## src/rtl/breakout_pkg.sv

```systemverilog
// rtl/breakout_pkg.sv - shared types and row-to-points table for the brick scorer
package breakout_pkg;

  // Scorer sequencing states
  typedef enum logic [1:0] {
    IDLE,
    LOAD,
    ADD,
    WALL
  } state_t;

  typedef logic [3:0] bcd_digit_t;
  typedef logic [2:0] row_t;
  typedef logic [2:0] points_t;

  // Rows pair up top to bottom: 7, 5, 3, 1 points
  function automatic points_t row_points(input row_t row);
    points_t p;
    case (row[2:1])
      2'd0:    p = 3'd7;
      2'd1:    p = 3'd5;
      2'd2:    p = 3'd3;
      default: p = 3'd1;
    endcase
    return p;
  endfunction

  // Single BCD digit increment, 9 rolls to 0
  function automatic bcd_digit_t bcd_digit_inc(input bcd_digit_t d);
    return (d == 4'd9) ? 4'd0 : d + 4'd1;
  endfunction

endpackage

```

## src/rtl/brick_score_if.sv

```systemverilog
// rtl/brick_score_if.sv - hit input and score output bundle between playfield and scorer
interface brick_score_if;
  logic        BRICK_HIT;
  logic [2:0]  BRICK_ROW;
  logic        RAM_PLAYER1;
  logic        START_GAME;
  logic        ATTRACT_N;
  logic [11:0] SCORE1;
  logic [11:0] SCORE2;
  logic        WALL_CLEARED;
  logic        BUSY;
  logic        HIT_OVERRUN;

  modport master (
    output BRICK_HIT, BRICK_ROW, RAM_PLAYER1, START_GAME, ATTRACT_N,
    input  SCORE1, SCORE2, WALL_CLEARED, BUSY, HIT_OVERRUN
  );

  modport slave (
    input  BRICK_HIT, BRICK_ROW, RAM_PLAYER1, START_GAME, ATTRACT_N,
    output SCORE1, SCORE2, WALL_CLEARED, BUSY, HIT_OVERRUN
  );
endinterface

```

## src/rtl/bcd_counter3.sv

```systemverilog
// rtl/bcd_counter3.sv - three-digit BCD incrementer with synchronous clear and optional hold at 999
module bcd_counter3
  import breakout_pkg::*;
(
  input  logic        clk,
  input  logic        rst_n,
  input  logic        clr,
  input  logic        inc,
  input  logic        sat_en,
  output logic [11:0] value
);

  bcd_digit_t  d0, d1, d2;
  logic        at_max;
  logic [11:0] nxt;

  assign d0     = value[3:0];
  assign d1     = value[7:4];
  assign d2     = value[11:8];
  assign at_max = (value == 12'h999);

  // Ripple the carry digit by digit; 999 either wraps to 000 or holds when saturating
  always_comb begin
    nxt = value;
    if (inc && !(sat_en && at_max)) begin
      nxt[3:0] = bcd_digit_inc(d0);
      if (d0 == 4'd9) begin
        nxt[7:4] = bcd_digit_inc(d1);
        if (d1 == 4'd9) begin
          nxt[11:8] = bcd_digit_inc(d2);
        end
      end
    end
  end

  // Score register; clear wins over increment
  always_ff @(posedge clk or negedge rst_n) begin
    if (!rst_n) begin
      value <= '0;
    end else if (clr) begin
      value <= '0;
    end else begin
      value <= nxt;
    end
  end

endmodule

```

## src/rtl/brick_score.sv

```systemverilog
// rtl/brick_score.sv - breakout brick scorer; define BRICK_SCORE_SATURATE_EN to hold scores at 999
module brick_score
  import breakout_pkg::*;
#(
  parameter int BRICKS_PER_WALL = 112
) (
  input  logic         CLK_DRV,
  input  logic         RESET_N,
  brick_score_if.slave io
);

  localparam int               CNT_W    = $clog2(BRICKS_PER_WALL + 1);
  localparam logic [CNT_W-1:0] CNT_FULL = CNT_W'(BRICKS_PER_WALL);

  state_t           state;
  logic             hit_q;
  logic             detect;
  logic             cur_player;
  row_t             cur_row;
  points_t          pts;
  logic [CNT_W-1:0] cnt1;
  logic [CNT_W-1:0] cnt2;
  logic [CNT_W-1:0] cur_cnt;
  logic             pend_valid;
  logic             pend_player;
  row_t             pend_row;
  logic             wall_cleared;
  logic             hit_overrun;
  logic             inc1;
  logic             inc2;
  logic             sat_en;

`ifdef BRICK_SCORE_SATURATE_EN
  assign sat_en = 1'b1;
`else
  assign sat_en = 1'b0;
`endif

  // A hit is a rising level while scoring is enabled; a new game swallows it
  assign detect  = io.BRICK_HIT & ~hit_q & io.ATTRACT_N & ~io.START_GAME;
  assign cur_cnt = cur_player ? cnt1 : cnt2;
  assign inc1    = (state == ADD) &  cur_player;
  assign inc2    = (state == ADD) & ~cur_player;

  assign io.BUSY         = (state != IDLE);
  assign io.WALL_CLEARED = wall_cleared;
  assign io.HIT_OVERRUN  = hit_overrun;

  // Previous BRICK_HIT sample; resets high so a level held through reset is not an edge
  always_ff @(posedge CLK_DRV or negedge RESET_N) begin
    if (!RESET_N) begin
      hit_q <= 1'b1;
    end else begin
      hit_q <= io.BRICK_HIT;
    end
  end

  // Scoring sequencer: latch a hit, load its points, count up one per cycle, flag cleared walls
  always_ff @(posedge CLK_DRV or negedge RESET_N) begin
    if (!RESET_N) begin
      state        <= IDLE;
      cur_player   <= 1'b0;
      cur_row      <= '0;
      pts          <= '0;
      cnt1         <= '0;
      cnt2         <= '0;
      pend_valid   <= 1'b0;
      pend_player  <= 1'b0;
      pend_row     <= '0;
      wall_cleared <= 1'b0;
      hit_overrun  <= 1'b0;
    end else if (io.START_GAME) begin
      state        <= IDLE;
      pts          <= '0;
      cnt1         <= '0;
      cnt2         <= '0;
      pend_valid   <= 1'b0;
      wall_cleared <= 1'b0;
      hit_overrun  <= 1'b0;
    end else begin
      wall_cleared <= 1'b0;
      hit_overrun  <= 1'b0;

      case (state)
        IDLE: begin
          if (pend_valid && io.ATTRACT_N) begin
            // Serve the queued hit; a hit arriving now takes over the freed slot
            state      <= LOAD;
            cur_player <= pend_player;
            cur_row    <= pend_row;
            if (detect) begin
              pend_player <= io.RAM_PLAYER1;
              pend_row    <= io.BRICK_ROW;
            end else begin
              pend_valid <= 1'b0;
            end
          end else if (detect) begin
            state      <= LOAD;
            cur_player <= io.RAM_PLAYER1;
            cur_row    <= io.BRICK_ROW;
          end
        end

        LOAD: begin
          pts <= row_points(cur_row);
          if (cur_player) begin
            cnt1 <= cnt1 + CNT_W'(1);
          end else begin
            cnt2 <= cnt2 + CNT_W'(1);
          end
          state <= ADD;
        end

        ADD: begin
          pts <= pts - 3'd1;
          if (pts == 3'd1) begin
            if (cur_cnt == CNT_FULL) begin
              state        <= WALL;
              wall_cleared <= 1'b1;
            end else begin
              state <= IDLE;
            end
          end else if (!io.ATTRACT_N) begin
            // Attract mode cuts the addition short after this cycle's increment
            state <= IDLE;
          end
        end

        WALL: begin
          if (cur_player) begin
            cnt1 <= '0;
          end else begin
            cnt2 <= '0;
          end
          state <= IDLE;
        end

        default: state <= IDLE;
      endcase

      // Hits arriving while busy queue once; a second one is dropped and flagged
      if (state != IDLE && detect) begin
        if (!pend_valid) begin
          pend_valid  <= 1'b1;
          pend_player <= io.RAM_PLAYER1;
          pend_row    <= io.BRICK_ROW;
        end else begin
          hit_overrun <= 1'b1;
        end
      end

      if (!io.ATTRACT_N) begin
        pend_valid <= 1'b0;
      end
    end
  end

  bcd_counter3 u_score1 (
    .clk    (CLK_DRV),
    .rst_n  (RESET_N),
    .clr    (io.START_GAME),
    .inc    (inc1),
    .sat_en (sat_en),
    .value  (io.SCORE1)
  );

  bcd_counter3 u_score2 (
    .clk    (CLK_DRV),
    .rst_n  (RESET_N),
    .clr    (io.START_GAME),
    .inc    (inc2),
    .sat_en (sat_en),
    .value  (io.SCORE2)
  );

endmodule

```

## src/flat_wrapper.sv

```systemverilog
// flat-port wrapper written by rule: the top's interface ports become plain ports
module brick_score_flat import breakout_pkg::*;
#(
  parameter int BRICKS_PER_WALL = 112
)
  (CLK_DRV, RESET_N, io_BRICK_HIT, io_BRICK_ROW, io_RAM_PLAYER1, io_START_GAME, io_ATTRACT_N, io_SCORE1, io_SCORE2, io_WALL_CLEARED, io_BUSY, io_HIT_OVERRUN);
  brick_score_if io_i ();
  input  logic CLK_DRV;
  input  logic RESET_N;
  input wire logic [$bits(io_i.BRICK_HIT)-1:0] io_BRICK_HIT;
  input wire logic [$bits(io_i.BRICK_ROW)-1:0] io_BRICK_ROW;
  input wire logic [$bits(io_i.RAM_PLAYER1)-1:0] io_RAM_PLAYER1;
  input wire logic [$bits(io_i.START_GAME)-1:0] io_START_GAME;
  input wire logic [$bits(io_i.ATTRACT_N)-1:0] io_ATTRACT_N;
  output wire logic [$bits(io_i.SCORE1)-1:0] io_SCORE1;
  output wire logic [$bits(io_i.SCORE2)-1:0] io_SCORE2;
  output wire logic [$bits(io_i.WALL_CLEARED)-1:0] io_WALL_CLEARED;
  output wire logic [$bits(io_i.BUSY)-1:0] io_BUSY;
  output wire logic [$bits(io_i.HIT_OVERRUN)-1:0] io_HIT_OVERRUN;
  assign io_i.BRICK_HIT = io_BRICK_HIT;
  assign io_i.BRICK_ROW = io_BRICK_ROW;
  assign io_i.RAM_PLAYER1 = io_RAM_PLAYER1;
  assign io_i.START_GAME = io_START_GAME;
  assign io_i.ATTRACT_N = io_ATTRACT_N;
  assign io_SCORE1 = io_i.SCORE1;
  assign io_SCORE2 = io_i.SCORE2;
  assign io_WALL_CLEARED = io_i.WALL_CLEARED;
  assign io_BUSY = io_i.BUSY;
  assign io_HIT_OVERRUN = io_i.HIT_OVERRUN;
  brick_score #(.BRICKS_PER_WALL(BRICKS_PER_WALL)) u_core (.CLK_DRV(CLK_DRV), .RESET_N(RESET_N), .io(io_i));
endmodule
```

## config.mk

```make
export PLATFORM = sky130hd
export DESIGN_NAME = brick_score_flat
export DESIGN_NICKNAME = d
export VERILOG_FILES = /design/src/rtl/breakout_pkg.sv /design/src/rtl/brick_score_if.sv /design/src/rtl/bcd_counter3.sv /design/src/rtl/brick_score.sv /design/src/flat_wrapper.sv
export SDC_FILE = /design/constraint.sdc
export NUM_CORES = 1
export LEC_CHECK = 0
export CORE_AREA = 2 2 116 118
export CTS_CLUSTER_DIAMETER = 120
export CTS_CLUSTER_SIZE = 8
export DETAILED_ROUTE_END_ITERATION = 8
export DIE_AREA = 0 0 118 120
export GPL_TIMING_DRIVEN = 0
export PLACE_DENSITY_LB_ADDON = 0.12
export SLEW_MARGIN = 0
export SYNTH_ARGS = -nofsm -noshare
export SYNTH_HDL_FRONTEND = slang
export SYNTH_HIERARCHICAL = 1
export SYNTH_SLANG_ARGS = --single-unit
```

## constraint.sdc

```tcl
create_clock -name CLK_DRV -period 3.95 [get_ports CLK_DRV]
set_input_delay 0.395 -clock CLK_DRV [delete_from_list [all_inputs] [get_ports CLK_DRV]]
set_output_delay 0.395 -clock CLK_DRV [all_outputs]
set_load 0.005 [all_outputs]
```

== Word-level counts from Yosys, hierarchy flattened ==
Index checks and enable logic that the tools add are counted.

* Bits of input ports: 9
* Flip-flop bits (word level): 55
* Word-level logic and storage cells: 137
* Output and inout bits: 27

* Equal/unequal tests: 19
* Bitwise operators: 8
* Reduce and logical (&&, ||, !) cells: 22
* $add $sub $neg: 9
* Mux-type cells: 61

{| class="wikitable"
|+ Operator list
! cell !! count
|-
| two-way mux 7 bit || 7
|-
| two-way mux 12 bit || 4
|-
| two-way mux 4 bit || 8
|-
| one-hot mux 7 bit (2 select lines) || 2
|-
| adder 4 x 1 -> 4 bit, second input constant || 6
|-
| equality test 4 bit, second input constant || 6
|-
| two-way mux 3 bit || 8
|-
| two-way mux 1 bit || 21
|-
| two-way mux 8 bit || 2
|-
| nonzero test 2 bit || 8
|-
| AND reduction 3 bit || 5
|-
| adder 7 x 1 -> 7 bit, second input constant || 2
|-
| two-way mux 2 bit || 6
|-
| one-hot mux 3 bit (3 select lines) || 1
|-
| one-hot mux 2 bit (4 select lines) || 1
|-
| equality test 7 bit, second input constant || 1
|-
| equality test 2 bit, second input constant || 3
|-
| inequality test 3 x 2 -> 1 bit, second input constant || 2
|-
| inequality test 3 bit, second input constant || 2
|-
| one-hot mux 3 bit (2 select lines) || 1
|-
| AND reduction 2 bit || 3
|-
| nonzero test 3 bit || 2
|-
| AND 1 bit || 5
|-
| equality test 2 x 1 -> 1 bit, second input constant || 2
|-
| other kinds (7) || 11
|}

== Logic depth before layout (Yosys ltp) ==
Gate-level depths: netlist of run 1.

* Depth in word-level cells: 11
* Mapped depth: 7
* Depth with buffers taken out: 6

== Cells and area by module ==
The synthesis of run 1 kept the hierarchy.

{| class="wikitable"
|+ By module, submodules not included
! module !! times used !! cells each !! seq. area each (um2) !! area each (um2)
|-
| bcd_counter3 || 2 || 84 || 300.3 || 815.8
|-
| brick_score || 1 || 168 || 726.9 || 1554.0
|}

== Least setup slack after synthesis of run 1 ==
OpenSTA, ideal clock, no wires.

* Path kind: register -> register
* Start point: register u_core.state[0]
* End point: register u_core.u_score1.value[10]
* Setup slack: 2.034 ns
* Cell stages (with the launch flop): 8
* Buffers on the path: 2
* Required time: 3.871 ns
* Clock period less this slack: 1.916 ns
* Setup time: 0.079 ns
* Arrival: 1.837 ns
* Cell sequence: dfrtp_1 clkbuf_1 nand2b_1 nor2_1 nand4b_1 buf_2 nor4b_1 mux2i_1

* Word-level cells in the longest chain between the ends: 4

{| class="wikitable"
|+ Ends and longest elaborated chain
! what !! line !! text
|-
| from (decl) || brick_score.sv:15 || <nowiki>state_t state;</nowiki>
|-
| from (signal assigned) || brick_score.sv:61 || <nowiki>state <= IDLE;</nowiki>
|-
| from (signal assigned) || brick_score.sv:73 || <nowiki>state <= IDLE;</nowiki>
|-
| from (signal assigned) || brick_score.sv:88 || <nowiki>state <= LOAD;</nowiki>
|-
| equality test 2 bit || brick_score.sv:42 || <nowiki>assign inc1 = (state == ADD) & cur_player;</nowiki>
|-
| AND 1 bit || brick_score.sv:42 ||
|-
| named net u_core.inc1 || brick_score.sv:29 || <nowiki>logic inc1;</nowiki>
|-
| nonzero test 2 bit (no line) || - ||
|-
| AND reduction 3 bit (no line) || - ||
|-
| to (signal assigned) || bcd_counter3.sv:43 || <nowiki>value <= nxt;</nowiki>
|-
| to (decl) || bcd_counter3.sv:10 || <nowiki>output logic [11:0] value</nowiki>
|}

The timed path passes the listed nets, and every way through them passes these cells.
A chain may end at the register's enable or synchronous reset.

== Worst setup path after layout of run 1 ==
* Start point: register u_core.state[0]
* End point: register u_core.u_score2.value[10]

* Word-level cells in the longest chain between the ends: 4

{| class="wikitable"
|+ Ends and longest elaborated chain
! what !! line !! text
|-
| equality test 2 bit || brick_score.sv:43 || <nowiki>assign inc2 = (state == ADD) & ~cur_player;</nowiki>
|-
| AND 1 bit || brick_score.sv:43 ||
|-
| named net u_core.inc2 || brick_score.sv:30 || <nowiki>logic inc2;</nowiki>
|-
| nonzero test 2 bit (no line) || - ||
|-
| AND reduction 3 bit (no line) || - ||
|-
| to (signal assigned) || bcd_counter3.sv:43 ||
|-
| to (decl) || bcd_counter3.sv:10 ||
|}

The timed path passes the listed nets, and every way through them passes these cells.

==> results of run 1 <==
worst max-delay path by stage:
stage | slack, ns | endpoint
3_3_place_gp | 0.50 | u_core/pend_row[1]$_DFFE_PN0N_
4_1_cts | 1.41 | u_core/u_score2/value[11]$_DFFE_PN0P_
2_1_floorplan | 2.03 | u_core/u_score1/value[10]$_DFFE_PN0P_
5_1_grt | 1.18 | u_core/u_score2/value[11]$_DFFE_PN0P_
3_5_place_dp | 1.43 | u_core/u_score2/value[11]$_DFFE_PN0P_
6_report | 1.44 | u_core/u_score2/value[10]$_DFFE_PN0P_
cell type report:
type / count / area [µm²]
fillers: 1382 / 9006
multi-input cells: 252 / 1720
flip-flops and latches: 53 / 1328
repair buffers: 37 / 392.9
well taps: 176 / 220.2
clock buffers: 5 / 125.1
plain buffers: 14 / 73.82
inverters: 18 / 67.56
clock inverters: 3 / 46.29
registers in the layout, indices dropped and copies added (netlist names), 2 cells and up:
signal	flops
u_core/u_score2/value	12
u_core/cnt1	7
u_core/u_score1/value	12
u_core/cur_row	2
u_core/state	2
u_core/cnt2	7
u_core/pend_row	2
u_core/pts	3
stage by stage:
stage / setup slack, ns / area (µm²) / instances / util / hold slack [ns]
after floorplan: 2.034 / 3189 / 337 / - / 0.09941
after global placement: 0.4961 / 3750 / 547 / 0.2889 / 0.4776
after detailed placement: 1.428 / 3792 / 549 / 0.2922 / 0.3177
after CTS: 1.414 / 3974 / 558 / 0.3062 / 0.4899
after global routing: 1.176 / 3974 / 558 / 0.3062 / 0.5206
final: 1.440 / 3974 / 558 / 0.3062 / 0.4856
layer usage:
layer,wire [µm],vias up
met4,46,0
met3,258,4
met5,0,-
li1,-,1336
met2,3672,34
met1,3825,1324
power groups by stage:
stage / clock [mW] / combinational (mW) / sequential (mW)
global route: 0.569 / 0.132 / 0.606
CTS: 0.549 / 0.119 / 0.600
global placement: 0 / 0.112 / 0.610
finish: 0.522 / 0.116 / 0.599
floorplan: 0 / 0.0655 / 0.602
detailed placement: 0 / 0.118 / 0.611
cells by family after synthesis:
logic type / after synthesis
other: 1
buffers and inverters: 32
multiplexers: 10
AND/OR/NAND/NOR: 139
flip-flops: 53
AO/OA/AOI/OAI: 82
adder cells (fa/ha/maj): 16
XOR/XNOR: 3
timing repair:
action                                 in CTS  in global routing
endpoints found under the hold margin      11                  0
hold buffers                                1                  0
gates resized for setup                     0                  0
worst reg2reg max path: stages (launching register included):
cell and delay [ns]:
dfrtp_1 0.42, clkbuf_1 0.24, nand2b_1 0.28, nor2_1 0.40
nand4b_1 0.24, buf_2 0.24, nor4b_1 0.39, mux2i_1 0.23
cells in the final DEF, fill, tap and decap left out, types with 7 or more instances in the layout:
cell type,n
nand3_1,14
a31oi_1,7
inv_1,18
nand2b_1,15
ha_1,16
nand2_1,23
or4_1,8
o21ai_0,22
nand4b_1,8
nand3b_1,9
clkdlybuf4s50_1,33
o31ai_1,8
a21oi_1,19
nor2_1,17
dfrtp_1,52
==> summary.txt, run 1 <==
worst hold start: u_core/cur_row[1]$_DFFE_PN0P_
Max IR drop VDD: 171.3 µV
largest net degree at the start of global routing: 24
Clk network pwr share: 0.422
GR Util All Layers: 0.1145
routed length per instance: 13.98 µm
Slew HR: 0.6027
clock root cell: clkbuf_16
CP Data Arrival Time: 2.74 ns
Syn Std Cell Area: 3186 µm²
YS warnings: 6
Least-Margin Pin Slew: 0.5941 ns
Max H-tree Level: 2
Worst setup startpoint: u_core/state[0]$_DFFE_PN0P_
simple-gate share of the synthesized area: 0.2702
outcome: completed
# port buffers: 34
register area share after synthesis: 0.4167
Crit. End Element: flip-flop
ys async rst share: 1.000
Pleak: 1.593 nW
GRT Max-Usage Layer: met2
crit path buf inv count: 2
combinational family with the most area after synthesis: simple AND/OR/NAND/NOR gates
DR vias/cell: 4.835
DR vias: 2698
cell with the most instances after synthesis: dfrtp_1
hold crit path type: reg2reg
CP Max Fanout: 10
die area: 14160 µm²
# setup viols final: 0
syn avg cell area: 9.481 µm²
fraction of synthesized area in multiplexers: 0.03299
Yosys cell types: 54
number of CTS-inserted buffers: 5
Synth top area share: 0.4085
setup TNS: 0 ns
met1 GRT Util: 0.1528
Reg2Reg Depth: 7
I/O Pins: 36
DR iter-0 viols: 151
critical path's top delay family: simple AND/OR/NAND/NOR gates
Hold Vio Cnt, Final: 0
xor and xnor area share after synthesis: 0.008248
clk slew on worst S/H paths: 0.07 ns
clk sinks: 53
Fmax achieved: 398.4 MHz
Post-synth EDFFs: 0
cell taking the most area after synthesis: dfrtp_1
Critical Path Stages: 7
met3 usage in global routing: 0.02424
worst reg2reg path endpoint: u_core/u_score2/value[10]$_DFFE_PN0P_
first-pass GRT wire length: 13190 µm
RSZ-0062 raised after global routing: no
CTS max path bufs: 2
met2 Use GR: 0.1842
post-route total power: 1.237 mW
Pins Over Slew Limit: 0
Adder-Cell Fraction of Synth Area: 0.06284
Chip Height: 120 µm
Cell Pwr Density: 311.2 nW/µm²
CTS tree: built
Antenna diodes: 0
CP max-delay cell: dfrtp_1
Worst Path Required: 4.18 ns
Post-synth top cells: dfrtp_1 (52), nand2_1 (23), o21ai_0 (22)
vias in the first global route: 2571
Worst setup SP type: flip-flop
largest cells by area after synthesis: dfrtp_1 (41%), ha_1 (6.3%), o21ai_0 (3.5%), a21oi_1 (3.0%), nand2b_1 (2.9%)
synthesis-to-finish area growth: 24.74%
die width: 118 µm
min Tclk post-route: 2.510 ns
post-CTS setup buffer count: 0
total grt overflow: 0
max_cap viols: 0
initial antenna violation count: 0
GP Congestion: 0.7249
Pint: 0.9266 mW
Worst Hold Endpoint: u_core/cur_row[1]$_DFFE_PN0P_
Net Switching: 0.3102 mW
dpl hpwl: 5452 µm
Worst path max stage delay: 0.42 ns
worst-path cell chain: clkbuf_1, nand2b_1, nor2_1, nand4b_1, buf_2, nor4b_1, mux2i_1
Hold Path Depth: 2
R2R Setup Slk: 1.44 ns
DRC: 0
Starting Density: 0.2454
ys flop type: dfrtp_1
ANT nets after route: 0
Setup CP Type: reg2reg
reg2reg start: u_core/state[0]$_DFFE_PN0P_
Clk Latency, worst-skew pair: 0.30 ns
cell row count: 42
Setup Skew: 0.003782 ns
Synth Instances: 336
compound-cell area share of the yosys netlist: 0.1634
final net count: 406
Final Cycle Share: 0.6354
combinational share of power: 0.093
Core ar.: 12980 µm²
Sw Ratio: 0.2508
layout cells sized above 1: 0.09686
Flop pwr share: 0.485
Initial DRT Pass Iterations: 4
final WL: 7802 µm
Yosys reg bits: 53
No activity file was read; power rests on OpenSTA's default activity.
==> run 2, diff against run 1 <==
clock period = 2.3 ns   (was 3.95 ns; I/O delays follow)
==> run 2 against run 1 <==
  * Cell count fell by 0.18%
  * Largest cell class unchanged
  * Power grew 72%
  * Clock skew is 0.00065 ns lower
  * Hold slack lost 0.14 ns
  * Critical path type unchanged
  * First-iteration DRC count increased by 14%
==> summary.txt, run 2 (same netlist as run 1, synthesis figures left out) <==
I/O Pins: 36
vias in the first global route: 2594
first-pass GRT wire length: 13230 µm
cell row count: 42
ANT nets after route: 0
DRC: 0
RSZ-0062 raised after global routing: no
GR Util All Layers: 0.1148
Slew HR: 0.6033
Worst setup startpoint: u_core/state[1]$_DFFE_PN0P_
Flop pwr share: 0.485
reg2reg start: u_core/state[1]$_DFFE_PN0P_
# setup viols final: 0
Storage cell area: 1329 µm²
Antenna diodes: 0
dpl hpwl: 5452 µm
# fillers: 1380
Setup Skew: 0.003132 ns
Final Cycle Share: 0.9108
DR vias/cell: 4.851
CTS max path bufs: 2
Worst setup SP type: flip-flop
critical path endpoint: u_core/u_score2/value[10]$_DFFE_PN0P_
Clk Latency, worst-skew pair: 0.30 ns
fin worst setup slack: 0.2051 ns
commonest non-fill, non-tap cell in the layout: dfrtp_1
clk sinks: 53
CP Max Fanout: 10
Starting Density: 0.2454
final WL: 7782 µm
post-CTS setup buffer count: 0
Pleak: 1.590 nW
worst-path cell chain: buf_2, nand2b_2, nor2_4, nand4b_1, buf_2, nor4b_1, mux2i_1
largest net degree at the start of global routing: 24
Worst path max stage delay: 0.39 ns
synthesis-to-finish area growth: 25.29%
Pint: 1.592 mW
Crit. End Element: flip-flop
Max IR drop VDD: 294.1 µV
Setup CP Type: reg2reg
clk slew on worst S/H paths: 0.07 ns
Reg2Reg Depth: 7
die area: 14160 µm²
combinational share of power: 0.094
Fmax achieved: 477.3 MHz
outcome: completed
pre-CTS setup slack: -0.2222 ns
R2R Setup Slk: 0.21 ns
Clk network pwr share: 0.421
Net Switching: 0.5379 mW
max_cap viols: 0
total grt overflow: 0
min Tclk post-route: 2.095 ns
multi-input logic area: 1740 µm²
DR iter-0 viols: 172
Least-Margin Pin Slew: 0.5932 ns
hold crit path type: in2async
CTS tree: built
Max H-tree Level: 2
worst reg2reg path endpoint: u_core/u_score2/value[10]$_DFFE_PN0P_
Cell Pwr Density: 533.6 nW/µm²
clock root cell: clkbuf_16
Largest regs: u_core/u_score1/value (12), u_core/u_score2/value (12)
Pins Over Slew Limit: 0
Hold Vio Cnt, Final: 0
CP Data Arrival Time: 2.32 ns
routed length per instance: 13.97 µm
die width: 118 µm
GP Congestion: 0.7249
CP max-delay cell: dfrtp_1
most frequent cells in the layout: dfrtp_1 (51), clkdlybuf4s50_1 (33), nand2_1 (23)
post-route total power: 2.130 mW
# port buffers: 34
Core ar.: 12980 µm²
Initial DRT Pass Iterations: 4
Worst Path Required: 2.53 ns
layout cells sized above 1: 0.1076
Chip Height: 120 µm
initial antenna violation count: 0
number of CTS-inserted buffers: 5
most numerous cell on the critical path: buf_2
DR vias: 2702
final net count: 405
Sw Ratio: 0.2525
==> run 2: final cells by class <==
type,instances,area share
plain buffers,13,0.01755
clock buffers,5,0.03135
clock inverters,3,0.01160
inverters,18,0.01693
multi-input cells,252,0.4361
flip-flops and latches,53,0.3329
well taps,176,0.05517
repair buffers,37,0.09843
==> run 2: how the worst min path moves through the flow <==
stage | to | from | slack, ns | depth (start not counted)
final | u_core/u_score2/value[10]$_DFFE_PN0P_ | RESET_N | 0.35 | 2
after global routing | u_core/hit_q$_DFF_PN1_ | io_BRICK_HIT | 0.36 | 1
after CTS | u_core/hit_q$_DFF_PN1_ | io_BRICK_HIT | 0.35 | 1
after detailed placement | u_core/u_score2/value[10]$_DFFE_PN0P_ | RESET_N | 0.15 | 1
after global placement | u_core/cur_row[1]$_DFFE_PN0P_ | u_core/cur_row[1]$_DFFE_PN0P_ | 0.48 | 2
after floorplan | u_core/cnt1[0]$_DFFE_PN0P_ | RESET_N | -0.07 | 0
==> run 2: power by group through the flow <==
| stage | combinational, mW | clock (mW) | sequential (mW) |
|---|---|---|---|
| final | 0.200 | 0.897 | 1.03 |
| after global routing | 0.230 | 0.977 | 1.04 |
| after CTS | 0.207 | 0.942 | 1.03 |
| after detailed placement | 0.202 | 0 | 1.05 |
| after global placement | 0.192 | 0 | 1.05 |
| after floorplan | 0.112 | 0 | 1.03 |
==> run 2: critical path, delay by kind of cell (launching register included) <==
family                 cells  cell delay [ns]
AND/OR/NAND/NOR            4             0.93
buffers and inverters      2             0.47
flip-flops                 1             0.39
multiplexers               1             0.23
==> run 2: metrics by stage <==
step           area (µm²)  utilization  hold slack, ns  instances  TNS, ns
2_1_floorplan        3189            -        -0.06559        337        0
3_3_place_gp         3750       0.2889          0.4776        547   -52.69
3_5_place_dp         3792       0.2922          0.1527        549   -1.173
4_1_cts              3993       0.3076          0.3454        558        0
5_1_grt              3991       0.3075          0.3556        557        0
6_report             3991       0.3075          0.3450        557        0
==> run 2: what timing repair did <==
action | CTS | global route
hold buffers | 1 | 0
hold endpoints to repair | 11 | 0
setup endpoints to repair | 10 | 7
gates resized for setup | 6 | 2
==> run 2: metal layers <==
metal  track usage  vias up  part of all wire
li1              -     1333                 -
met5             0        -                 0
met2        0.1857       47              0.47
met4       0.03840        0             0.014
met3       0.02424        7             0.039
met1        0.1525     1315              0.48
==> run 3, diff against run 2 <==
ABC_AREA = 1   (was default)
CORE_AREA = 2 2 114 116   (was 2 2 116 118)
DIE_AREA = 0 0 116 118   (was 0 0 118 120)
SLEW_MARGIN = default   (was 0)
==> run 3 against run 2 <==
  * Sequential power up 12%
  * Design area shrank 6.0%
  * Critical path type is now reg2out
  * Non-clock buffer count shrank 12
  * Die area shrank 3.3%
  * Sequential share of layout area is 2.1 points higher
  * Register-to-register slack gained 0.45 ns
  * Power is 14% higher
  * Wire length down 15%
  * Global-route usage down 1.1 points
  * First-iteration DRC count is 31% lower
==> summary.txt, run 3 <==
Pleak: 1.740 nW
Least-Margin Pin Slew: 0.5362 ns
multi-input logic area: 1486 µm²
Final Cycle Share: 0.7904
Syn Std Cell Area: 3028 µm²
Antenna diodes: 0
dpl hpwl: 4800 µm
Met2 Routed Length: 3095 µm
Critical Path Stages: 3
Sw Ratio: 0.3081
Max IR drop VDD: 290.6 µV
Worst setup SP type: flip-flop
Reg2Reg Depth: 8
syn avg cell area: 7.947 µm²
cell with the most instances after synthesis: nand2_1
largest cells by area after synthesis: dfrtp_1 (43%), nand2_1 (11%), ha_1 (6.6%), nand3_1 (6.4%), nor2_1 (6.2%)
Synth Instances: 381
ys async rst share: 1.000
largest net degree at the start of global routing: 36
placed cell count: 589
Hold Path Depth: 1
max_cap viols: 0
YS warnings: 6
Flop pwr share: 0.476
# port buffers: 34
placed inst area: 3602 µm²
Max H-tree Level: 2
CP Data Arrival Time: 1.59 ns
Yosys cell types: 33
outcome: completed
Hold Vio Cnt, Final: 0
# setup viols final: 0
RSZ-0062 raised after global routing: no
CP max-delay cell: clkdlybuf4s50_1
ys flop type: dfrtp_1
setup TNS: 0 ns
routed length per instance: 11.04 µm
CTS max path bufs: 2
combinational share of power: 0.211
GR Util All Layers: 0.1033
highest metal used: met4
total grt overflow: 0
crit path buf inv count: 2
vias in the first global route: 2456
critical path's top delay family: buffers and inverters
Pins Over Slew Limit: 0
Net Switching: 0.7475 mW
Pint: 1.679 mW
worst-path cell chain: nor2_1, inv_2, clkdlybuf4s50_1
Worst path max stage delay: 0.46 ns
critical path endpoint: io_BUSY
post-route insts no fill: 598
DR vias/cell: 4.166
Final Hold Slack: 0.3694 ns
number of CTS-inserted buffers: 5
Clk network pwr share: 0.313
Largest regs: u_core/u_score1/value (12), u_core/u_score2/value (12)
Slew HR: 0.6414
# fillers: 1380
DRC: 0
ANT nets after route: 0
DR WL met3: 176 µm
min Tclk post-route: 1.818 ns
wl on met1: 3240 µm
Post-synth EDFFs: 0
Crit. End Element: output pin
Post-synth top cells: nand2_1 (91), dfrtp_1 (52), nor2_1 (50)
DR vias: 2491
Clk Latency, worst-skew pair: 0.29 ns
synthesis-to-finish area growth: 23.93%
Storage cell area: 1328 µm²
R2R Setup Slk: 0.66 ns
reg2reg start: u_core/state[0]$_DFFE_PN0P_
clk sinks: 53
CP Max Fanout: 6
commonest non-fill, non-tap cell in the layout: nand2_1
DR iter-0 viols: 119
register area share after synthesis: 0.4384
Worst setup startpoint: u_core/state[0]$_DFFE_PN0P_
Chip Height: 118 µm
clock root cell: clkbuf_16
GP Congestion: 0.7330
post-route cell area: 3752 µm²
final WL: 6601 µm
first-pass GRT wire length: 11540 µm
Cell Pwr Density: 646.6 nW/µm²
Starting Density: 0.2439
Setup CP Type: reg2out
initial antenna violation count: 0
Yosys reg bits: 53
most frequent cells in the layout: nand2_1 (91), dfrtp_1 (52), nor2_1 (50)
hold crit path type: in2reg
I/O Pins: 36
Synth top area share: 0.4298
CTS tree: built
clk slew on worst S/H paths: 0.07 ns
final core utilization: 0.3023
worst reg2reg path endpoint: u_core/u_score2/value[10]$_DFFE_PN0P_
final net count: 450
cell row count: 41
Core ar.: 12410 µm²
layout cells sized above 1: 0.09155
die width: 116 µm
Setup Skew: 0.009114 ns
die area: 13690 µm²
Initial DRT Pass Iterations: 4
Worst Path Required: 2.07 ns
Fmax achieved: 550.1 MHz
cell taking the most area after synthesis: dfrtp_1
==> run 3: changes by cell type in the layout (fill, tap and decap cells not counted), moves of 7 or more <==
cell | before | now
nand2_1 | 23 | 91
nor2_1 | 15 | 50
nand3_1 | 14 | 39
inv_1 | 18 | 42
nand2b_1 | 14 | 0
nand3b_1 | 9 | 0
nand4b_1 | 8 | 0
o31ai_1 | 8 | 0
or4_1 | 8 | 0
xor2_1 | 1 | 9
a21oi_1 | 19 | 12
a31oi_1 | 7 | 0
==> run 3: metrics by stage <==
stage	power (mW)	setup slack [ns]
floorplan	1.466	0.9375
global placement	1.689	-0.9600
detailed placement	1.696	0.2848
CTS	2.479	0.4567
global route	2.606	0.3747
finish	2.426	0.4821
==> run 3: metal layers <==
| metal | vias up | GRT usage |
|---|---|---|
| met2 | 25 | 0.1667 |
| li1 | 1306 | - |
| met5 | - | 0 |
| met1 | 1154 | 0.1391 |
| met4 | 0 | 0.03125 |
| met3 | 6 | 0.02008 |
==> run 3: what timing repair did <==
| item | in CTS | in global routing |
|---|---|---|
| setup endpoints to repair | 0 | 0 |
| hold buffers | 1 | 0 |
| setup buffers | 0 | 0 |
| endpoints found under the hold margin | 17 | 0 |
| gates resized for setup | 0 | 0 |
==> run 3: kinds of logic (layout without fill, tap and decap cells) <==
family	after synthesis	count (layout)	synth area share
other cells	1	2	0.001238
fa+ha+maj	16	16	0.06612
xor+xnor	13	13	0.03760
flops	53	53	0.4384
mux	1	1	0.003306
compound gates	46	46	0.09132
simple gates	199	199	0.2901
buf+inv	52	96	0.07190
==> run 3: final cells by class <==
class | instances | area share
clock buffer | 7 | 0.03535
sequential | 53 | 0.3538
inverter | 50 | 0.05202
clock inverter | 1 | 0.002001
multi-input combinational | 277 | 0.3961
tap | 172 | 0.05735
buffer | 2 | 0.006002
timing repair buffer | 36 | 0.09737
==> run 3: power by group through the flow <==
stage | clock network, mW | logic (mW) | registers, mW
6_report | 0.760 | 0.512 | 1.15
3_5_place_dp | 0 | 0.521 | 1.17
5_1_grt | 0.834 | 0.596 | 1.18
4_1_cts | 0.797 | 0.525 | 1.16
3_3_place_gp | 0 | 0.515 | 1.17
2_1_floorplan | 0 | 0.314 | 1.15
==> run 3: how the worst min path moves through the flow <==
stage | from | endpoint | slack (ns)
after global placement | u_core/pend_row[2]$_DFFE_PN0N_ | u_core/pend_row[2]$_DFFE_PN0N_ | 0.46
after global routing | io_BRICK_HIT | u_core/hit_q$_DFF_PN1_ | 0.37
final | io_BRICK_HIT | u_core/hit_q$_DFF_PN1_ | 0.37
after CTS | io_BRICK_HIT | u_core/hit_q$_DFF_PN1_ | 0.37
after detailed placement | RESET_N | u_core/io.HIT_OVERRUN$_DFF_PN0_ | 0.24
after floorplan | RESET_N | u_core/cnt1[0]$_DFFE_PN0P_ | -0.07
